==> src/rtl/elevator_sched_if.sv <==
// elevator_sched_if
//   Connects the elevator car scheduler to its surroundings.
//   The master side drives the slow tick, the floor-call pulses and the door-close
//   button. The slave side (the scheduler) returns the car status.
//
//   tick     master -> slave  one-clk-wide timing enable from the clock divider
//   req      master -> slave  floor call pulses, bit i = floor i
//   close    master -> slave  debounced door-close button, level
//   floor    slave -> master  current car floor
//   dir      slave -> master  1 = up, 0 = down
//   door     slave -> master  1 = open, 0 = closed
//   moving   slave -> master  1 while the car travels between floors
//   arrived  slave -> master  one-clk pulse when the car stops at a serviced floor
//   pending  slave -> master  latched outstanding calls
interface elevator_sched_if;
   logic       tick;
   logic [7:0] req;
   logic       close;
   logic [2:0] floor;
   logic       dir;
   logic       door;
   logic       moving;
   logic       arrived;
   logic [7:0] pending;

   modport master (
      output tick, req, close,
      input  floor, dir, door, moving, arrived, pending
   );

   modport slave (
      input  tick, req, close,
      output floor, dir, door, moving, arrived, pending
   );
endinterface

==> src/rtl/elevator_sched.sv <==
// elevator_sched
//   Car scheduler for an 8-floor elevator. Floor-call pulses are latched into a
//   pending mask. The car travels using SCAN: it keeps its direction while calls
//   remain ahead of it, and reverses only when none do. Floor-to-floor travel and
//   door dwell are timed in slow ticks. A call is cleared when the car arrives at
//   that floor.
//
//   Parameters
//     TRAVEL_TICKS  ticks per floor-to-floor move (>= 1)
//     DWELL_TICKS   ticks the door stays open at a serviced floor (>= 1)
//     CNT_W         counter width; must hold max(TRAVEL_TICKS, DWELL_TICKS)-1
//
//   Ports
//     clk  system clock
//     rst  synchronous, active-high reset
//     bus  slave side of elevator_sched_if (tick/req/close in, car status out)
module elevator_sched #(
   parameter int TRAVEL_TICKS = 4,
   parameter int DWELL_TICKS  = 6,
   parameter int CNT_W        = 4
) (
   input  logic              clk,
   input  logic              rst,
   elevator_sched_if.slave   bus
);

   typedef enum logic [1:0] {
      IDLE  = 2'd0,
      DWELL = 2'd1,
      MOVE  = 2'd2
   } state_t;

   localparam logic [CNT_W-1:0] TRAVEL_LOAD = CNT_W'(TRAVEL_TICKS - 1);
   localparam logic [CNT_W-1:0] DWELL_LOAD  = CNT_W'(DWELL_TICKS - 1);

   state_t           state_q,   state_d;
   logic [2:0]       floor_q,   floor_d;
   logic             dir_q,     dir_d;
   logic             door_q,    door_d;
   logic             moving_q,  moving_d;
   logic             arrived_q, arrived_d;
   logic [7:0]       pending_q, pending_d;
   logic [CNT_W-1:0] cnt_q,     cnt_d;

   logic       above, below;
   logic       dir_pick;
   logic [2:0] next_floor;
   logic       at_limit;
   logic [7:0] here_oh;
   logic [7:0] req_mask;
   logic [7:0] clr;

   // Outstanding calls strictly above / below the car, from the registered mask.
   always_comb begin
      above = 1'b0;
      below = 1'b0;
      for (int i = 0; i < 8; i++) begin
         if (pending_q[i] && (3'(i) > floor_q)) above = 1'b1;
         if (pending_q[i] && (3'(i) < floor_q)) below = 1'b1;
      end
   end

   // SCAN: keep the current heading if anything lies ahead, otherwise reverse.
   assign dir_pick   = dir_q ? above : ~below;
   assign next_floor = dir_q ? floor_q + 3'd1 : floor_q - 3'd1;
   assign at_limit   = dir_q ? (floor_q == 3'd7) : (floor_q == 3'd0);
   assign here_oh    = 8'b1 << floor_q;

   // NOTE: every signal gets a default before the case so no path leaves one
   // unassigned; otherwise synthesis infers a latch.
   always_comb begin
      state_d   = state_q;
      floor_d   = floor_q;
      dir_d     = dir_q;
      door_d    = door_q;
      moving_d  = moving_q;
      arrived_d = 1'b0;
      cnt_d     = cnt_q;
      clr       = 8'b0;

      case (state_q)
         IDLE: begin
            door_d   = 1'b1;
            moving_d = 1'b0;
            if (bus.req[floor_q]) begin
               state_d = DWELL;
               cnt_d   = DWELL_LOAD;
            end else if (above || below) begin
               state_d  = MOVE;
               dir_d    = dir_pick;
               cnt_d    = TRAVEL_LOAD;
               door_d   = 1'b0;
               moving_d = 1'b1;
            end
         end

         DWELL: begin
            // A fresh call at this floor holds the door open and beats close/expiry.
            if (bus.req[floor_q]) begin
               cnt_d = DWELL_LOAD;
            end else if (bus.close || (bus.tick && (cnt_q == '0))) begin
               if (above || below) begin
                  state_d  = MOVE;
                  dir_d    = dir_pick;
                  cnt_d    = TRAVEL_LOAD;
                  door_d   = 1'b0;
                  moving_d = 1'b1;
               end else begin
                  state_d = IDLE;
               end
            end else if (bus.tick) begin
               cnt_d = cnt_q - CNT_W'(1);
            end
         end

         MOVE: begin
            if (bus.tick) begin
               if (cnt_q != '0) begin
                  cnt_d = cnt_q - CNT_W'(1);
               end else if (at_limit) begin
                  // Cannot happen with a target always ahead; stop safely, never wrap.
                  state_d  = DWELL;
                  door_d   = 1'b1;
                  moving_d = 1'b0;
                  cnt_d    = DWELL_LOAD;
               end else begin
                  floor_d = next_floor;
                  cnt_d   = TRAVEL_LOAD;
                  if (pending_q[next_floor]) begin
                     clr       = 8'b1 << next_floor;
                     arrived_d = 1'b1;
                     door_d    = 1'b1;
                     moving_d  = 1'b0;
                     cnt_d     = DWELL_LOAD;
                     state_d   = DWELL;
                  end
               end
            end
         end

         default: state_d = IDLE;
      endcase
   end

   // A call at the current floor is already being served while the door is open;
   // once the car is leaving, the same call must be remembered.
   assign req_mask  = (state_q == MOVE) ? 8'b0 : here_oh;
   assign pending_d = (pending_q | (bus.req & ~req_mask)) & ~clr;

   // NOTE: sequential state uses non-blocking assignments so every register
   // samples the pre-edge values regardless of statement order.
   always_ff @(posedge clk) begin
      if (rst) begin
         state_q   <= IDLE;
         floor_q   <= 3'd0;
         dir_q     <= 1'b1;
         door_q    <= 1'b1;
         moving_q  <= 1'b0;
         arrived_q <= 1'b0;
         pending_q <= 8'b0;
         cnt_q     <= '0;
      end else begin
         state_q   <= state_d;
         floor_q   <= floor_d;
         dir_q     <= dir_d;
         door_q    <= door_d;
         moving_q  <= moving_d;
         arrived_q <= arrived_d;
         pending_q <= pending_d;
         cnt_q     <= cnt_d;
      end
   end

   assign bus.floor   = floor_q;
   assign bus.dir     = dir_q;
   assign bus.door    = door_q;
   assign bus.moving  = moving_q;
   assign bus.arrived = arrived_q;
   assign bus.pending = pending_q;

endmodule

==> src/flat_wrapper.sv <==
// flat-port wrapper written by rule: the top's interface ports become plain ports
module elevator_sched_flat 
#(
   parameter int TRAVEL_TICKS = 4,
   parameter int DWELL_TICKS  = 6,
   parameter int CNT_W        = 4
)
  (clk, rst, bus_tick, bus_req, bus_close, bus_floor, bus_dir, bus_door, bus_moving, bus_arrived, bus_pending);
  elevator_sched_if bus_i ();
  input  logic clk;
  input  logic rst;
  input wire logic [$bits(bus_i.tick)-1:0] bus_tick;
  input wire logic [$bits(bus_i.req)-1:0] bus_req;
  input wire logic [$bits(bus_i.close)-1:0] bus_close;
  output wire logic [$bits(bus_i.floor)-1:0] bus_floor;
  output wire logic [$bits(bus_i.dir)-1:0] bus_dir;
  output wire logic [$bits(bus_i.door)-1:0] bus_door;
  output wire logic [$bits(bus_i.moving)-1:0] bus_moving;
  output wire logic [$bits(bus_i.arrived)-1:0] bus_arrived;
  output wire logic [$bits(bus_i.pending)-1:0] bus_pending;
  assign bus_i.tick = bus_tick;
  assign bus_i.req = bus_req;
  assign bus_i.close = bus_close;
  assign bus_floor = bus_i.floor;
  assign bus_dir = bus_i.dir;
  assign bus_door = bus_i.door;
  assign bus_moving = bus_i.moving;
  assign bus_arrived = bus_i.arrived;
  assign bus_pending = bus_i.pending;
  elevator_sched #(.TRAVEL_TICKS(TRAVEL_TICKS), .DWELL_TICKS(DWELL_TICKS), .CNT_W(CNT_W)) u_core (.clk(clk), .rst(rst), .bus(bus_i));
endmodule
==> config.mk <==
export PLATFORM = sky130hd
export DESIGN_NAME = elevator_sched_flat
export DESIGN_NICKNAME = d
export VERILOG_FILES = /design/src/rtl/elevator_sched_if.sv /design/src/rtl/elevator_sched.sv /design/src/flat_wrapper.sv
export SDC_FILE = /design/constraint.sdc
export NUM_CORES = 1
export LEC_CHECK = 0
export ABC_CLOCK_PERIOD_IN_PS = 2600
export CELL_PAD_IN_SITES_DETAIL_PLACEMENT = 1
export CELL_PAD_IN_SITES_GLOBAL_PLACEMENT = 1
export CORE_ASPECT_RATIO = 0.8
export CORE_MARGIN = 2
export CORE_UTILIZATION = 30
export DETAILED_ROUTE_END_ITERATION = 6
export GPL_ROUTABILITY_DRIVEN = 0
export PLACE_DENSITY_LB_ADDON = 0.1
export SYNTH_ARGS = -nofsm -noshare
export SYNTH_HDL_FRONTEND = slang
export SYNTH_SLANG_ARGS = --single-unit
export TNS_END_PERCENT = 50
==> constraint.sdc <==
create_clock -name clk -period 2.6 [get_ports clk]
set_input_delay 0.65 -clock clk [delete_from_list [all_inputs] [get_ports clk]]
set_output_delay 0.65 -clock clk [all_outputs]
set_load 0.02 [all_outputs]
==> impl_metrics.csv, run 1 <==
group,metric,value,unit
outcome,outcome,"finished, final reports clean",
sta,finalSetupTns,0,ns
hold_path,holdCritStartpoint,"u_core.bus.door$_SDFFE_PP1P_",
synthesis,synth_seq_area_share,24.09,%
sta,post-route-period-util,96.46,%
cells_and_area,area_growth,32.62,%
sta,worstMarginPinSlew,0.8240,ns
synthesis,synth_cell_types,51,
synthesis,postSynthAreaPerCell,8.473,sq um
sta,setup_viol,0,
sta,max_freq,398.7,MHz
global_route,grt_pass1_wl,10500,um
synthesis,syn-cell-area,1745,sq um
detailed_routing,wl_per_cell,19.32,um
placement,dpl_worst_slack,-0.1956,ns
clocking,htree_levels,1,
synthesis,synth_edf_count,0,
placement,port_buffers,26,
critical_path,cp_max_fo,8,
detailed_routing,drc,0,
sta,hold_viol_final,0,
floorplanning,rows,24,
floorplanning,die_height,72.23,um
floorplanning,ios,27,
sta,finalClockSkew,0.01227,ns
synthesis,synth_ff_type,"dfxtp_1",
global_route,antenna_found_initial,0,
sta,fin_crit,2.508,ns
critical_path,critPathRequiredTime,2.78,ns
clocking,clk_path_buf_depth,2,
synthesis,ys_ff_latch,21,
sta,drv_slew,0,
clocking,cts-root-buf,"clkbuf_8",
critical_path,worstSetupEndpointType,"flop",
hold_path,hold_path_class,"reg -> reg",
placement,dpl.hpwl,5102,um
run,maxCapViolCount,0,
cells_and_area,n_antenna_cell,0,
cells_and_area,final_nets,280,
floorplanning,core-area,5525,sq um
detailed_routing,vias,1838,
synthesis,postSynthCellCount,206,
detailed_routing,wl,6435,um
clocking,cts_buffers,3,
cells_and_area,fill_cells,689,
floorplanning,dieArea,6448,sq um
detailed_routing,drt_iter0_drc,135,
synthesis,ys_warn_count,0,
clocking,hold_buffers,0,
synthesis,synth_fp_nets,230,
detailed_routing,antenna_left,0,
detailed_routing,viasPerCell,5.520,
global_route,grt_usage,21.47,%
sta,max_slew_margin,44.47,%
clocking,cts_tree,"yes",
sta,rsz0062_at_grt,"no",
clocking,clk_pin_slew_worst_paths,0.10,ns
sta,worst_slack,0.09191,ns
clocking,worstSkewPairLatency,0.28,ns
floorplanning,die_x,89.28,um
critical_path,r2r_start,"u_core.bus.floor[0]$_SDFFE_PP0P_",
global_route,grt_max_degree,14,
critical_path,crit_type,"in -> reg",
critical_path,start_kind,"primary input",
power_and_ir_drop,powerDensity,808.0,nW/um^2
floorplanning,initial_core_util,31.59,%
global_route,grt_pass1_vias,1993,
clocking,numClockSinks,21,
sta,whs,0.5613,ns
power_and_ir_drop,finalPower,1.870,mW
synthesis,async_reset_ff_share,0,%
critical_path,cp.arrival,2.69,ns
critical_path,critPathLaunch,"bus_req[7]",
global_route,grt_overflow_total,0,
power_and_ir_drop,ir_worst_vdd,0.5208,mV
detailed_routing,firstDrtPassIters,4,
cells_and_area,drive_gt1_share,19.61,%
power_and_ir_drop,power.leakage,0.8729,nW
## final cells by class
type	instances	area [sq um]	share of cell area [%]
Clock inverter	1	6.256	0.2703
Clock buffer	3	41.29	1.784
Multi-Input combinational cell	159	1215	52.49
Tap cell	78	97.59	4.216
Timing Repair Buffer	52	455.4	19.68
Sequential cell	21	427.9	18.49
Inverter	19	71.32	3.081
## power breakdown
group,internal [mW],switching [mW],leakage (nW)
Sequential,0.389,0.0753,0.175
Clock,0.110,0.132,0.0260
Combinational,0.499,0.665,0.672
## cells in the final DEF, fill, tap and decap left out, types with 6 or more instances in the layout
cell type,Yosys,layout
o21ai_0,8,7
inv_1,19,19
ha_1,12,11
buf_4,2,26
a21oi_1,15,15
nor2_1,15,15
dfxtp_1,21,19
a311oi_1,6,6
nand2_1,24,24
clkdlybuf4s50_1,0,26
## synthesized netlist by cell type, types with 4 or more instances
library cell,number,area [sq um]
ha_1,12,150.1
a311oi_1,6,52.55
a211oi_1,5,37.54
nor2_1,15,56.30
nor3_1,4,20.02
xnor2_1,4,35.03
mux4_2,4,90.09
inv_1,19,71.32
nand3_1,5,25.02
nand2_1,24,90.09
o211ai_1,5,37.54
o21ai_0,8,40.04
nor4_1,6,37.54
a21oi_1,15,75.07
dfxtp_1,21,420.4
## state kept, by name, indices dropped and copies added, names as in the netlist
register            cells
u_core.bus.arrived      1
u_core.bus.dir          1
u_core.bus.door         1
u_core.bus.floor        3
u_core.bus.moving       1
u_core.bus.pending      8
u_core.cnt_q            4
u_core.state_q          2
## final timing paths
check / endpoint / slack, ns / cells past startpoint
worst max register to register: u_core.bus.moving$_SDFFE_PP0P_ / 0.16 / 8
worst max-delay path: u_core.bus.dir$_SDFFE_PP1P_ / 0.09 / 7
worst min-delay path: u_core.bus.door$_SDFFE_PP1P_ / 0.56 / 2
worst min register to register: u_core.bus.door$_SDFFE_PP1P_ / 0.56 / 2
## metal layers
metal | track usage, % | wire length (um) | vias to the layer above | share of wire [%]
li1 | - | - | 874 | -
met1 | 32.52 | 3253 | 923 | 51
met2 | 32.59 | 2859 | 37 | 44
met3 | 2.958 | 280 | 4 | 4.4
met4 | 4.146 | 40 | 0 | 0.62
met5 | 0 | 0 | - | 0
## through the flow
stage / utilization (%) / std cells / instance area, sq um
floorplan: - / 206 / 1772
global placement: 40.92 / 329 / 2261
detailed placement: 40.92 / 329 / 2261
CTS: 41.78 / 333 / 2308
global route: 41.89 / 333 / 2315
finish: 41.89 / 333 / 2315
## critical path: stages
cell	delay (ns)
clkdlybuf4s50_1	0.44
mux4_2	0.54
mux2i_4	0.31
o221ai_1	0.25
o31ai_1	0.25
nand2_1	0.08
a21o_1	0.16
## cell families after synthesis
logic type / synth area share (%)
AO/OA/AOI/OAI: 30.47
AND/OR/NAND/NOR: 16.85
buffers and inverters: 7.383
flip-flops: 24.09
adder cells (fa/ha/maj): 8.602
multiplexers: 9.677
XOR/XNOR: 2.939
## repair_timing
item / CTS / global route
resized for setup: 0 / 2
setup endpoints to repair: 0 / 3
endpoints found under the hold margin: 0 / 0
buffers inserted: 0 / 0
Power figures use the tool's default switching activity.
==> run 2: changes to the inputs <==
Settings changed: CORE_UTILIZATION 30 to 36.
==> impl_metrics.csv, run 2 (synthesis gave the netlist of run 1 again) <==
group,metric,value,unit
detailed_routing,wl,6183,um
clocking,postCtsSetupBuffers,0,
placement,dpl.hpwl,4961,um
detailed_routing,viasPerCell,5.858,
sta,finalClockSkew,0.004626,ns
clocking,cts_buffers,3,
cells_and_area,final_util,48.65,%
critical_path,cp.depth,6,
clocking,worstSkewPairLatency,0.28,ns
placement,port_buffers,26,
floorplanning,ios,27,
critical_path,reg2regPathDepth,8,
sta,setup_viol,0,
critical_path,worstSetupEndpointType,"flop",
power_and_ir_drop,finalPower,1.837,mW
clocking,clk_pin_slew_worst_paths,0.09,ns
cells_and_area,final_common_cell,"clkdlybuf4s50_1",
floorplanning,initial_core_util,37.74,%
clocking,numClockSinks,21,
detailed_routing,antenna_left,0,
floorplanning,die_height,66.28,um
cells_and_area,mostFrequentLayoutCells,"26 x clkdlybuf4s50_1, 24 x nand2_1, 21 x buf_4",
detailed_routing,wl_per_cell,19.95,um
critical_path,regToRegSetupSlack,0.15,ns
hold_path,holdCritStartpoint,"u_core.bus.door$_SDFFE_PP1P_",
global_route,grt_max_degree,17,
global_route,grt_usage,24.86,%
power_and_ir_drop,p_switching,0.8585,mW
critical_path,crit_path_max_incr_delay,0.54,ns
global_route,grt_pass1_wl,10030,um
cells_and_area,final_nets,275,
power_and_ir_drop,swShare,46.73,%
critical_path,crit_chain,"clkdlybuf4s50_1, mux4_2, mux2_2, nand2_2, o2111ai_4, o311ai_0",
global_route,grt_overflow_total,0,
critical_path,critPathRequiredTime,2.75,ns
sta,rsz0062_at_grt,"no",
floorplanning,dieArea,5425,sq um
critical_path,crit_path_end,"u_core.bus.door$_SDFFE_PP1P_",
clocking,hold_buffers,0,
critical_path,r2r-end,"u_core.bus.moving$_SDFFE_PP0P_",
clocking,clk_path_buf_depth,2,
sta,post-route-period-util,95.71,%
power_and_ir_drop,power.leakage,0.8385,nW
critical_path,critPathBufInv,1,
critical_path,critPathLaunch,"bus_req[3]",
detailed_routing,drc,0,
clocking,htree_levels,1,
critical_path,critPathTopFamily,"multiplexers",
outcome,outcome,"finished, final reports clean",
detailed_routing,vias,1816,
floorplanning,die_x,81.85,um
detailed_routing,drt_iter0_drc,164,
global_route,grt_pass1_vias,1898,
critical_path,start_kind,"primary input",
clocking,cts-root-buf,"clkbuf_8",
power_and_ir_drop,p_int,0.9787,mW
global_route,antenna_found_initial,0,
critical_path,cp_max_fo,5,
critical_path,crit_slowest_cell,"mux4_2",
run,maxCapViolCount,0,
detailed_routing,firstDrtPassIters,4,
sta,whs,0.5597,ns
power_and_ir_drop,powerDensity,816.7,nW/um^2
sta,drv_slew,0,
clocking,cts_tree,"yes",
cells_and_area,largest_register_ffs,8,
power_and_ir_drop,clkPwrFrac,13.0,%
power_and_ir_drop,combPwrFrac,61.6,%
power_and_ir_drop,seqPwrFrac,25.4,%
hold_path,hold_path_class,"reg -> reg",
sta,finalSetupTns,0,ns
power_and_ir_drop,ir_worst_vdd,0.4003,mV
sta,max_slew_margin,48.44,%
cells_and_area,n_antenna_cell,0,
critical_path,r2r_start,"u_core.bus.floor[0]$_SDFFE_PP0P_",
floorplanning,rows,22,
cells_and_area,drive_gt1_share,17.60,%
sta,fin_crit,2.488,ns
sta,max_freq,401.9,MHz
sta,worstMarginPinSlew,0.7650,ns
clocking,post_cts_resized,0,
sta,hold_viol_final,0,
critical_path,crit_type,"in -> reg",
floorplanning,core-area,4624,sq um
critical_path,cp.arrival,2.64,ns
cells_and_area,area_growth,28.89,%
run 2: cell type report:
class / count / area, sq um
inverters: 19 / 71.32
repair buffers: 47 / 417.9
well taps: 60 / 75.07
clock buffers: 4 / 45.04
fillers: 571 / 2375
multi-input cells: 159 / 1212
flip-flops and latches: 21 / 427.9
run 2: how the worst min path moves through the flow:
stage / to / slack [ns] / cells after the start
after floorplan: u_core.state_q[1]$_SDFFE_PP0P_ / 0.51 / 2
after global placement: u_core.bus.door$_SDFFE_PP1P_ / 0.51 / 2
after detailed placement: u_core.state_q[1]$_SDFFE_PP0P_ / 0.56 / 2
after CTS: u_core.bus.door$_SDFFE_PP1P_ / 0.57 / 2
after global routing: u_core.bus.moving$_SDFFE_PP0P_ / 0.60 / 1
final: u_core.bus.door$_SDFFE_PP1P_ / 0.56 / 2
run 2: worst register-to-register path: cells and delay by family (launching register included):
family / cells / cell delay [ns]
AO/OA/AOI/OAI: 2 / 0.49
XOR/XNOR: 1 / 0.20
adder cells (fa/ha/maj): 1 / 0.23
buffers and inverters: 1 / 0.11
flip-flops: 1 / 0.35
multiplexers: 2 / 0.91
AND/OR/NAND/NOR: 1 / 0.05
run 2: metal layers:
metal  GRT usage [%]  wire, um  share of wire (%)
met4           4.583        17               0.27
met1           37.02      2987                 48
met5               0         0                  0
met3           3.825       431                7.0
met2           37.80      2747                 44
run 2: power by group through the flow:
stage,Sequential (mW),Combinational [mW],Clock (mW)
CTS,0.465,1.12,0.246
global placement,0.466,1.08,0
detailed placement,0.471,1.13,0
floorplan,0.486,0.748,0
global route,0.476,1.24,0.257
finish,0.466,1.13,0.239
run 2: through the flow:
step / instances / instance area, sq um / setup WS (ns)
global placement: 306 / 2201 / -0.1312
floorplan: 206 / 1772 / 0.02626
global route: 310 / 2250 / 0.0004925
CTS: 310 / 2246 / 0.1188
detailed placement: 306 / 2201 / -0.2053
finish: 310 / 2250 / 0.1116
==> run 3: changes to the inputs <==
==> constraint.sdc (replaced) <==
create_clock -name clk -period 2.6 [get_ports clk]
set_input_delay 0.52 -clock clk [delete_from_list [all_inputs] [get_ports clk]]
set_output_delay 0.52 -clock clk [all_outputs]
set_load 0.02 [all_outputs]
==> impl_metrics.csv, run 3 (synthesis gave the netlist of run 1 again) <==
group,metric,value,unit
cells_and_area,drive_gt1_share,15.57,%
critical_path,r2r-end,"u_core.cnt_q[1]$_SDFFE_PP0P_",
clocking,clk_pin_slew_worst_paths,0.09,ns
cells_and_area,final_nets,269,
sta,fin_crit,2.494,ns
detailed_routing,drc,0,
sta,finalClockSkew,0.003832,ns
sta,drv_slew,0,
cells_and_area,mostFrequentLayoutCells,"26 x clkdlybuf4s50_1, 24 x nand2_1, 19 x inv_1, 19 x dfxtp_1",
critical_path,crit_type,"reg -> reg",
detailed_routing,vias,1811,
clocking,cts-root-buf,"clkbuf_8",
sta,max_slew_margin,49.82,%
clocking,worstSkewPairLatency,0.27,ns
run,maxCapViolCount,0,
sta,whs,0.5472,ns
cells_and_area,finalNonFillerCells,304,
detailed_routing,firstDrtPassIters,4,
critical_path,regToRegSetupSlack,0.11,ns
placement,dp.cells,300,
outcome,outcome,"finished, final reports clean",
placement,port_buffers,26,
cells_and_area,largest_register_ffs,8,
global_route,grt_pass1_wl,9784,um
clocking,post_cts_resized,0,
critical_path,start_kind,"flop",
sta,hold_viol_final,0,
critical_path,cp_max_fo,4,
hold_path,hold_path_class,"reg -> reg",
floorplanning,die_x,81.85,um
critical_path,worstSetupEndpointType,"flop",
power_and_ir_drop,finalPower,1.786,mW
cells_and_area,area_growth,26.16,%
detailed_routing,antenna_left,0,
floorplanning,rows,22,
cells_and_area,n_antenna_cell,0,
critical_path,reg2regPathDepth,8,
global_route,antenna_found_initial,0,
hold_path,holdCritStartpoint,"u_core.bus.door$_SDFFE_PP1P_",
power_and_ir_drop,power.leakage,0.8184,nW
clocking,htree_levels,1,
sta,setup_viol,0,
sta,rsz0062_at_grt,"no",
clocking,cts_buffers,3,
global_route,grt_pass1_vias,1824,
sta,worstMarginPinSlew,0.7446,ns
power_and_ir_drop,powerDensity,811.1,nW/um^2
clocking,clk_path_buf_depth,2,
sta,finalSetupTns,0,ns
global_route,grt_usage,23.85,%
hold_path,whs_endpoint,"u_core.bus.door$_SDFFE_PP1P_",
global_route,grt_max_degree,17,
cells_and_area,multi_input_area,1209,sq um
clocking,postCtsSetupBuffers,0,
floorplanning,ios,27,
floorplanning,initial_core_util,37.74,%
critical_path,critPathRequiredTime,2.81,ns
critical_path,cp.arrival,2.70,ns
detailed_routing,drt_iter0_drc,157,
critical_path,r2r_start,"u_core.bus.floor[0]$_SDFFE_PP0P_",
floorplanning,die_height,66.28,um
clocking,cts_tree,"yes",
hold_path,whs_path_depth,2,
clocking,hold_buffers,0,
floorplanning,dieArea,5425,sq um
sta,post-route-period-util,95.91,%
cells_and_area,fill_cells,556,
detailed_routing,wl,5881,um
sta,max_freq,401.0,MHz
placement,dpl.hpwl,4673,um
global_route,grt_overflow_total,0,
floorplanning,core-area,4624,sq um
detailed_routing,viasPerCell,5.957,
cells_and_area,final_common_cell,"clkdlybuf4s50_1",
cells_and_area,regArea,427.9,sq um
clocking,numClockSinks,21,
power_and_ir_drop,ir_worst_vdd,0.2738,mV
detailed_routing,wl_per_cell,19.35,um
==> run 3: cell count changes in the layout (fill, tap and decap cells not counted) <==
cell and change:
buf_4 -6, clkbuf_1 -1, clkinv_2 +1, mux2i_1 +1, mux2i_2 -1
==> run 3: worst max-delay path, stage by stage, from the launching register on <==
cell     delay (ns)
dfxtp_4        0.35
inv_1          0.11
ha_4           0.23
xor2_2         0.24
mux4_2         0.59
mux2_4         0.33
o32ai_1        0.32
nand3_1        0.14
a21oi_2        0.13
==> run 3: how the worst max path moves through the flow <==
stage / from / to
floorplan: u_core.bus.floor[1]$_SDFFE_PP0P_ / u_core.bus.moving$_SDFFE_PP0P_
global placement: bus_req[3] / u_core.bus.dir$_SDFFE_PP1P_
detailed placement: bus_req[3] / u_core.bus.dir$_SDFFE_PP1P_
CTS: u_core.bus.floor[0]$_SDFFE_PP0P_ / u_core.bus.moving$_SDFFE_PP0P_
global route: u_core.bus.floor[0]$_SDFFE_PP0P_ / u_core.state_q[1]$_SDFFE_PP0P_
finish: u_core.bus.floor[0]$_SDFFE_PP0P_ / u_core.cnt_q[1]$_SDFFE_PP0P_
==> run 3: metrics by stage <==
stage / area, sq um / utilization (%) / setup WS, ns
after floorplan: 1772 / - / 0.02626
after global placement: 2156 / 46.62 / 0.001767
after detailed placement: 2156 / 46.62 / -0.06458
after CTS: 2202 / 47.62 / 0.1012
after global routing: 2202 / 47.62 / 0.003658
final: 2202 / 47.62 / 0.1062
==> run 3: power by group <==
group	internal (mW)	total, mW	switching, mW
logic	0.455	1.08	0.628
clock network	0.107	0.237	0.130
registers	0.389	0.466	0.0769
==> run 3: layout make-up <==
class,count,area share (%)
clock buffers,3,1.875
clock inverters,1,0.2273
inverters,19,3.239
multi-input cells,159,54.89
flip-flops and latches,21,19.43
well taps,60,3.409
repair buffers,41,16.93
==> run 3: metal layers <==
layer	GRT usage, %	share of wire (%)	up-vias
li1	-	-	851
met1	36.74	48	889
met2	34.76	44	67
met3	4.235	7.9	4
met4	3.542	0.51	0
met5	0	0	-
